**config.mk**
```make
export PLATFORM = sky130hd
export DESIGN_NAME = alarm_controller
export DESIGN_NICKNAME = d
export VERILOG_FILES = /design/src/rtl/alarm_pkg.sv /design/src/rtl/alarm_controller_sec_timebase.sv /design/src/rtl/alarm_controller.sv
export SDC_FILE = /design/constraint.sdc
export NUM_CORES = 1
export LEC_CHECK = 0
export ABC_AREA = 1
export CORE_ASPECT_RATIO = 0.5
export CORE_UTILIZATION = 30
export DETAILED_ROUTE_END_ITERATION = 10
export PLACE_DENSITY = 0.48
export SYNTH_ARGS = -nofsm -noshare
export SYNTH_HDL_FRONTEND = slang
export SYNTH_HIERARCHICAL = 1
export SYNTH_SLANG_ARGS = --single-unit
export TNS_END_PERCENT = 50
```
**constraint.sdc**
```tcl
create_clock -name clock -period 3.4 [get_ports clock]
set_clock_uncertainty 0.2 [all_clocks]
set_input_delay 0.68 -clock clock [delete_from_list [all_inputs] [get_ports clock]]
set_output_delay 0.68 -clock clock [all_outputs]
set_load 0.05 [all_outputs]
```
**src/rtl/alarm_pkg.sv**
```systemverilog
// Shared types and field widths for the alarm controller slice.
package alarm_pkg;

    localparam int HOUR_W = 5;
    localparam int MIN_W  = 6;
    localparam int SEC_W  = 6;

    typedef enum logic [1:0] {
        IDLE    = 2'd0,
        ARMED   = 2'd1,
        RINGING = 2'd2,
        SNOOZE  = 2'd3
    } state_t;

endpackage

```
**src/rtl/alarm_controller_sec_timebase.sv**
```systemverilog
// Second timebase: a 1 ms prescaler cascaded into a tick counter.
// sec_pulse is high for one cycle on the last clock of each second.
// 'clear' restarts the second so that intervals measured from it are exact.
module sec_timebase #(
    parameter int CLOCK_FREQ_1KHZ = 50000,
    parameter int TICKS_PER_SEC   = 1000
) (
    input  logic clock,
    input  logic reset,
    input  logic clear,
    output logic sec_pulse
);

    localparam int PRE_W  = $clog2(CLOCK_FREQ_1KHZ + 1);
    localparam int TICK_W = $clog2(TICKS_PER_SEC + 1);

    logic [PRE_W-1:0]  pre_q;
    logic [TICK_W-1:0] tick_q;
    logic              ms_tick;

    assign ms_tick   = (pre_q == PRE_W'(CLOCK_FREQ_1KHZ - 1));
    assign sec_pulse = ms_tick && (tick_q == TICK_W'(TICKS_PER_SEC - 1));

    // Prescaler: wraps every CLOCK_FREQ_1KHZ cycles.
    always_ff @(posedge clock) begin
        if (reset || clear) begin
            pre_q <= '0;
        end else if (ms_tick) begin
            pre_q <= '0;
        end else begin
            pre_q <= pre_q + PRE_W'(1);
        end
    end

    // Millisecond tick counter: wraps every TICKS_PER_SEC ticks.
    always_ff @(posedge clock) begin
        if (reset || clear) begin
            tick_q <= '0;
        end else if (sec_pulse) begin
            tick_q <= '0;
        end else if (ms_tick) begin
            tick_q <= tick_q + TICK_W'(1);
        end
    end

endmodule

```
**src/rtl/alarm_controller.sv**
```systemverilog
// Alarm controller: compares time-of-day against the alarm time and runs
// the ring / snooze / timeout sequence. 'ring' feeds the Blinker enable.
// Optional build macro ALARM_SNOOZE_LIMIT_EN caps snoozes at MAX_SNOOZE.
//
// state   | meaning
// --------+------------------------------------------------------------
// IDLE    | disarmed (alarm_on low)
// ARMED   | waiting for the alarm minute to start
// RINGING | ring high; stop, snooze or timeout leaves
// SNOOZE  | ring paused; re-rings after SNOOZE_S seconds unless stopped
module alarm_controller
    import alarm_pkg::*;
#(
    parameter int CLOCK_FREQ_1KHZ = 50000,
    parameter int TICKS_PER_SEC   = 1000,
    parameter int RING_TIMEOUT_S  = 60,
    parameter int SNOOZE_S        = 300,
    parameter int MAX_SNOOZE      = 3
) (
    input  logic              clock,
    input  logic              reset,
    input  logic              alarm_on,
    input  logic [HOUR_W-1:0] cur_hour,
    input  logic [MIN_W-1:0]  cur_min,
    input  logic [SEC_W-1:0]  cur_sec,
    input  logic [HOUR_W-1:0] alarm_hour,
    input  logic [MIN_W-1:0]  alarm_min,
    input  logic              snooze_btn,
    input  logic              stop_btn,
    output logic              ring,
    output logic              snoozing,
    output logic [1:0]        state
);

    localparam int MAX_S = (RING_TIMEOUT_S > SNOOZE_S) ? RING_TIMEOUT_S : SNOOZE_S;
    localparam int CNT_W = $clog2(MAX_S + 1);

    state_t           state_q, state_d;
    logic             stop_q, snooze_q, match_q;
    logic             match, match_edge, stop_edge, snooze_edge;
    logic             snooze_ok, ring_done, snooze_done;
    logic             sec_pulse, tb_clear;
    logic [CNT_W-1:0] secs_q;

    assign match       = (cur_hour == alarm_hour) && (cur_min == alarm_min) &&
                         (cur_sec == '0);
    assign match_edge  = match & ~match_q;
    assign stop_edge   = stop_btn & ~stop_q;
    assign snooze_edge = snooze_btn & ~snooze_q;

    // The exit happens on the same sec_pulse that brings the count to the limit.
    assign ring_done   = sec_pulse && (secs_q == CNT_W'(RING_TIMEOUT_S - 1));
    assign snooze_done = sec_pulse && (secs_q == CNT_W'(SNOOZE_S - 1));

    // Restart the second on every entry into a timed state.
    assign tb_clear = ((state_d == RINGING) && (state_q != RINGING)) ||
                      ((state_d == SNOOZE)  && (state_q != SNOOZE));

    sec_timebase #(
        .CLOCK_FREQ_1KHZ (CLOCK_FREQ_1KHZ),
        .TICKS_PER_SEC   (TICKS_PER_SEC)
    ) u_timebase (
        .clock     (clock),
        .reset     (reset),
        .clear     (tb_clear),
        .sec_pulse (sec_pulse)
    );

    // Edge-detect registers for both buttons and the minute match.
    always_ff @(posedge clock) begin
        if (reset) begin
            stop_q   <= 1'b0;
            snooze_q <= 1'b0;
            match_q  <= 1'b0;
        end else begin
            stop_q   <= stop_btn;
            snooze_q <= snooze_btn;
            match_q  <= match;
        end
    end

    // Seconds elapsed in the current timed state; saturates instead of wrapping.
    always_ff @(posedge clock) begin
        if (reset || tb_clear) begin
            secs_q <= '0;
        end else if (sec_pulse && (secs_q != CNT_W'(MAX_S))) begin
            secs_q <= secs_q + CNT_W'(1);
        end
    end

`ifdef ALARM_SNOOZE_LIMIT_EN
    localparam int SNZ_W = $clog2(MAX_SNOOZE + 1);
    logic [SNZ_W-1:0] snz_cnt_q;

    // Snoozes taken since the alarm was last armed.
    always_ff @(posedge clock) begin
        if (reset) begin
            snz_cnt_q <= '0;
        end else if ((state_q == IDLE) || ((state_d == ARMED) && (state_q != ARMED))) begin
            snz_cnt_q <= '0;
        end else if ((state_q == RINGING) && (state_d == SNOOZE)) begin
            snz_cnt_q <= snz_cnt_q + SNZ_W'(1);
        end
    end

    assign snooze_ok = (snz_cnt_q != SNZ_W'(MAX_SNOOZE));
`else
    assign snooze_ok = 1'b1;
`endif

    // State register.
    always_ff @(posedge clock) begin
        if (reset) begin
            state_q <= IDLE;
        end else begin
            state_q <= state_d;
        end
    end

    // Next-state logic; disarm overrides everything, stop beats snooze.
    always_comb begin
        state_d = state_q;
        if (!alarm_on) begin
            state_d = IDLE;
        end else begin
            unique case (state_q)
                IDLE:    state_d = ARMED;
                ARMED:   if (match_edge) state_d = RINGING;
                RINGING: begin
                    if (stop_edge)                     state_d = ARMED;
                    else if (snooze_edge && snooze_ok) state_d = SNOOZE;
                    else if (ring_done)                state_d = ARMED;
                end
                SNOOZE: begin
                    if (stop_edge)        state_d = ARMED;
                    else if (snooze_done) state_d = RINGING;
                end
                default: state_d = IDLE;
            endcase
        end
    end

    assign ring     = (state_q == RINGING);
    assign snoozing = (state_q == SNOOZE);
    assign state    = state_q;

endmodule

```
======== Word-level counts from Yosys, hierarchy flattened ========
Index checks and enable logic that the tools add are counted.
word-level totals
  output and inout bits ................... 4
  word-level logic and storage cells ...... 52
  register bits ........................... 40
  input bits .............................. 33
cells by class
  bitwise gates (word level) .............. 6
  equality and inequality tests ........... 14
  muxes and demuxes ....................... 8
  add/subtract/negate cells ............... 3
  reductions and logical operators ........ 14
operators by type and width
  kind                                                                    number
  16-bit by 1-bit adder with 16-bit output (second input constant)        1
  16-bit equality test (second input constant)                            1
  2-bit 2-to-1 mux                                                        7
  10-bit by 1-bit adder with 10-bit output (second input constant)        1
  10-bit equality test (second input constant)                            1
  9-bit by 1-bit adder with 9-bit output (second input constant)          1
  9-bit by 6-bit equality test with 1-bit output (second input constant)  1
  9-bit equality test (second input constant)                             1
  9-bit != test (second input constant)                                   1
  2-bit equality test (second input constant)                             4
  1-bit logical AND                                                       8
  2-bit one-hot mux with 4 select lines                                   1
  6-bit equality test                                                     1
  6-bit zero test                                                         1
  5-bit equality test                                                     1
  2-bit != test (second input constant)                                   2
  2-bit OR reduction                                                      2
  1-bit bitwise AND                                                       3
  1-bit inverter                                                          3
  2-bit by 1-bit equality test with 1-bit output (second input constant)  1
  2-bit zero test                                                         1
  1-bit logical OR                                                        2

======== Longest topological paths before layout ========
  word-level depth ........................ 13
  depth in mapped cells ................... 24
  gate-level depth less buffers ........... 24

======== Modules after synthesis ========
Netlist, hierarchy kept.
modules (own cells, without submodules)
  module            instances  cells each  area each (um^2)
  sec_timebase      1          227         1527.7
  alarm_controller  1          176         1094.8

======== Worst setup path before layout ========
No wires, ideal clock.
  path kind ............................... register to register
  start ................................... reg u_timebase.pre_q[0]
  end ..................................... reg u_timebase.pre_q[14]
  buffers on the path ..................... 1
  arrival ................................. 2573 ps
  clock period less this slack ............ 2843 ps
  slack ................................... 557 ps
  library setup time ...................... 70 ps
  cell stages (with the launch flop) ...... 23
  cells stage by stage .................... dfxtp_1 ha_1 nand2_2 nor2_8 inv_1 nor2_1 nand4_1 nor2_1 nand2_1 nor2_1 nand3_2 nand3_1 nand2_1 nand2_1 inv_1 nand2_2 nand3_1 nand3_2 inv_1 nor2_1 nand2_2 buf_4 a21oi_1
between the ends
  word-level cells in the longest chain between the ends .. 13
  elaborated cells on any way between the ends .. 19
RTL lines
  what                                       RTL line                                        text
  start: declaration                         alarm_controller_sec_timebase.sv:17             logic [PRE_W-1:0] pre_q;
  start signal: assignment                   alarm_controller_sec_timebase.sv:31             pre_q <= pre_q + PRE_W'(1);
  16-bit equality test (*)                   alarm_controller_sec_timebase.sv:21             assign ms_tick = (pre_q == PRE_W'(CLOCK_FREQ_1KHZ - 1));
  1-bit logical AND (*)                      alarm_controller_sec_timebase.sv:22             assign sec_pulse = ms_tick && (tick_q == TICK_W'(TICKS_PER_SEC - 1));
  net sec_pulse                              alarm_controller.sv:42                          logic sec_pulse, tb_clear;
  1-bit logical AND                          alarm_controller.sv:52                          assign ring_done = sec_pulse && (secs_q == CNT_W'(RING_TIMEOUT_S - 1));
  2-bit 2-to-1 mux                           alarm_controller.sv:132                         else if (ring_done) state_d = ARMED;
  2-bit 2-to-1 mux                           alarm_controller.sv:131                         else if (snooze_edge && snooze_ok) state_d = SNOOZE;
  2-bit 2-to-1 mux                           alarm_controller.sv:130                         if (stop_edge) state_d = ARMED;
  2-bit one-hot mux with 4 select lines (*)  alarm_controller.sv:126                         unique case (state_q)
  2-bit 2-to-1 mux (*)                       alarm_controller.sv:123                         if (!alarm_on) begin
  2-bit equality test (on tied branches)     alarm_controller.sv:56, alarm_controller.sv:57
  1-bit logical AND (on tied branches)       alarm_controller.sv:56, alarm_controller.sv:57
  1-bit logical OR (*)                       alarm_controller.sv:56                          assign tb_clear = ((state_d == RINGING) && (state_q != RINGING)) ||
  net tb_clear                               alarm_controller.sv:42
  1-bit logical OR (*)                       alarm_controller_sec_timebase.sv:26             if (reset || clear) begin
  2-bit OR reduction (no line) (*)           n/a
The timed path passes the listed nets; every way through them passes the cells marked *.
A chain may end at the register's enable or synchronous reset.

======== Worst setup path in the final report ========
  start ................................... reg u_timebase.pre_q[0]
  end ..................................... reg u_timebase.tick_q[8]
between the ends
  word-level cells in the longest chain between the ends .. 13
  elaborated cells on any way between the ends .. 18
RTL lines
  what                                       RTL line                                        text
  16-bit equality test (*)                   alarm_controller_sec_timebase.sv:21
  1-bit logical AND (*)                      alarm_controller_sec_timebase.sv:22
  net sec_pulse                              alarm_controller.sv:42
  1-bit logical AND                          alarm_controller.sv:52
  2-bit 2-to-1 mux                           alarm_controller.sv:132
  2-bit 2-to-1 mux                           alarm_controller.sv:131
  2-bit 2-to-1 mux                           alarm_controller.sv:130
  2-bit one-hot mux with 4 select lines (*)  alarm_controller.sv:126
  2-bit 2-to-1 mux (*)                       alarm_controller.sv:123
  2-bit equality test (on tied branches)     alarm_controller.sv:56, alarm_controller.sv:57
  1-bit logical AND (on tied branches)       alarm_controller.sv:56, alarm_controller.sv:57
  1-bit logical OR (*)                       alarm_controller.sv:56
  net tb_clear                               alarm_controller.sv:42
  1-bit logical OR (*)                       alarm_controller_sec_timebase.sv:37             if (reset || clear) begin
  2-bit OR reduction (no line) (*)           n/a
  end signal: assignment                     alarm_controller_sec_timebase.sv:42             tick_q <= tick_q + TICK_W'(1);
  end: declaration                           alarm_controller_sec_timebase.sv:18             logic [TICK_W-1:0] tick_q;
Marks and branches as above.

==> flow_summary.toml <==
[place]
dp_slack_ns = 0.301
io_buffers = 36
routabilityCongestion = 0.723
hpwlAfterDp_um = 4140

[die]
io_pins = 37
initial_utilization_pct = 31.9
chipHeight_um = 68.1
rows = 23
core_um2 = 8230
dieArea_um2 = 9140
die_w_um = 134

[layout]
area_delta_synth_final_pct = 24.3
fin_nets = 481
final_common_cell = "nand2_1"
drive_above_1_share_pct = 15.8
diodes = 0
final_cell_mix = "102 x nand2_1, 67 x inv_1, 53 x nor2_1"

[timing]
fin_hold_ws_ns = 0.246
finalCritPeriodShare_pct = 88.2
slew_headroom_pct = 65.2
worst-slew-pin-transition_ns = 0.520
maxSlewViolCount = 0
fin_tns_setup_ns = 0
hold_viol = 0
final-setup-viol-count = 0
fmax_mhz = 333
setup_ws_ns = 0.401
rsz0062_at_grt = "false"
finalCriticalPeriod_ns = 3.00

[pwr]
p_sw_uw = 225
leakage_nw = 1.36
combPwrFrac_pct = 8.5
vdd_drop_max_mv = 0.171
p_per_area_nw_per_um2 = 324
p_int_uw = 832
switching_share_pct = 21.3
clkPwrFrac_pct = 46.4
seqPwrFrac_pct = 45.1

[synth]
ys.warnings.count = 6
syn_area_per_cell_um2 = 6.51
synthCells = 403
syn-cell-area_um2 = 2620
seq_area_frac_synth_pct = 30.5
synth-seq-cells = 40
synth_nets = 440
synth_cell_type_count = 33

[clock_tree]
clk_path_buf_depth = 2
clkTransAtPathRegs_ns = 0.06
root_buffer = "clkbuf_16"
hold_buffers = 0
cts_tree = "done"
htreeDepth = 2
numCtsBuffers = 5
cts_setup_buffers = 0
insertion_delay_ns = 0.28
cts_sinks = 40

[worst_setup_path]
path_cells = "ha_1 -> nand2_2 -> nor2_8 -> inv_1 -> nor2_1 -> nand4_1 -> nor2_2 -> nand2_1 -> nor2_1 -> nand3_2 -> o31ai_1 -> a21boi_2 -> nand3_2 -> inv_1 -> nor2_1 -> buf_4 -> inv_1 -> a21oi_2 -> nand2_1 -> inv_1"
crit_path_max_fanout = 5
crit_slowest_cell = "dfxtp_1"
slowest_delay_ns = 0.35
cp_common_cell = "inv_1"
cp_num_cells = 20
rr_worst_depth = 20
worst-path-buf-inv = 5
critPathKind = "register to register"
cpLargestDelayFamily = "simple AND/OR/NAND/NOR gates"
cp.arrival_ns = 3.03
endpoint_kind = "register"
startpoint_type = "register"
required_ns = 3.43

[grt]
grt_pass1_wl_um = 9180
grt_max_degree = 16
grt_pass1_vias = 2053
antenna_found_initial = 0
grt_usage_pct = 12.9
overflow = 0

[worst_hold_path]
whs_path_depth = 1
hold_class = "register to register"

[route]
antenna_left = 0
post_drt_wl_per_cell_um = 9.70
vias = 2285
viasPerCell = 4.11
routed_wl_um = 5400
drtPass1Iterations = 4
drc = 0
drt-initial-drc-count = 113

[flow_run]
drv_cap = 0

[outcome]
outcome = "completed"
area by class of cell:
class	count	area, um2
well taps	112	140
inverters	79	297
multi-input cells	281	1500
fillers	899	4970
flip-flops and latches	40	801
clock buffers	7	153
repair buffers	37	368
repair_timing:
item,4_1_cts,5_1_grt
endpoints found under the setup margin,0,3
gates resized for setup,0,2
hold endpoints to repair,0,0
cell usage after synthesis, drive strengths merged:
| cell | number | area share (%) |
|---|---|---|
| o21ai | 3 | 0.57 |
| o31ai | 1 | 0.29 |
| dfxtp | 40 | 31 |
| mux2 | 3 | 1.3 |
| xnor2 | 3 | 1.0 |
| inv | 79 | 11 |
| nand3 | 21 | 4.9 |
| nand4 | 9 | 2.1 |
| nor3b | 1 | 0.29 |
| or2 | 1 | 0.24 |
| buf | 3 | 1.1 |
| nand2 | 116 | 18 |
| nand3b | 3 | 0.86 |
| xor2 | 14 | 4.7 |
| nor4 | 1 | 0.24 |
| a21oi | 18 | 4.6 |
| nor3 | 9 | 2.1 |
| o21a | 1 | 0.29 |
| ha | 4 | 1.9 |
| nor2 | 72 | 13 |
| a21boi | 1 | 0.43 |
state kept, by name, summed over array words and instances (netlist names):
name	cells
match_q	1
secs_q	9
snooze_q	1
state	2
stop_q	1
u_timebase/pre_q	16
u_timebase/tick_q	10
cells by family after synthesis:
logic type | synth area share [%]
simple gates | 42.0
flops | 30.5
mux | 1.29
buf+inv | 12.5
xor+xnor | 5.68
compound gates | 6.15
fa+ha+maj | 1.91
worst paths after layout:
path | end | startpoint | slack, ns
min reg2reg | u_timebase/pre_q[0]$_SDFF_PP0_ | u_timebase/pre_q[0]$_SDFF_PP0_ | 0.25
max | u_timebase/tick_q[8]$_SDFFE_PP0P_ | u_timebase/pre_q[0]$_SDFF_PP0_ | 0.40
min | u_timebase/pre_q[0]$_SDFF_PP0_ | u_timebase/pre_q[0]$_SDFF_PP0_ | 0.25
max reg2reg | u_timebase/tick_q[8]$_SDFFE_PP0P_ | u_timebase/pre_q[0]$_SDFF_PP0_ | 0.40
power by group through the flow:
stage | logic, mW | clock network (mW) | registers [mW]
final | 0.0898 | 0.491 | 0.477
after global routing | 0.102 | 0.530 | 0.477
after CTS | 0.0910 | 0.508 | 0.477
after detailed placement | 0.0906 | 0 | 0.487
after global placement | 0.0905 | 0 | 0.487
after floorplan | 0.0389 | 0 | 0.489
stage by stage:
stage	util (%)	std cells	cell area, um2	total power [mW]
after floorplan	-	403	2620	0.528
final	39.6	556	3260	1.06
after global routing	39.6	556	3260	1.11
after CTS	39.5	556	3250	1.08
after detailed placement	37.7	549	3100	0.578
after global placement	37.7	549	3100	0.578
layer usage:
metal	wire [um]	part of all wire, %	GRT usage, %	up-vias
li1	-	-	-	1307
met1	3000	56	16.8	945
met2	2110	39	20.5	27
met3	247	4.6	3.85	6
met4	42	0.78	4.21	0
met5	0	0	0	-
Note: power is estimated with default switching activity, not from simulation.
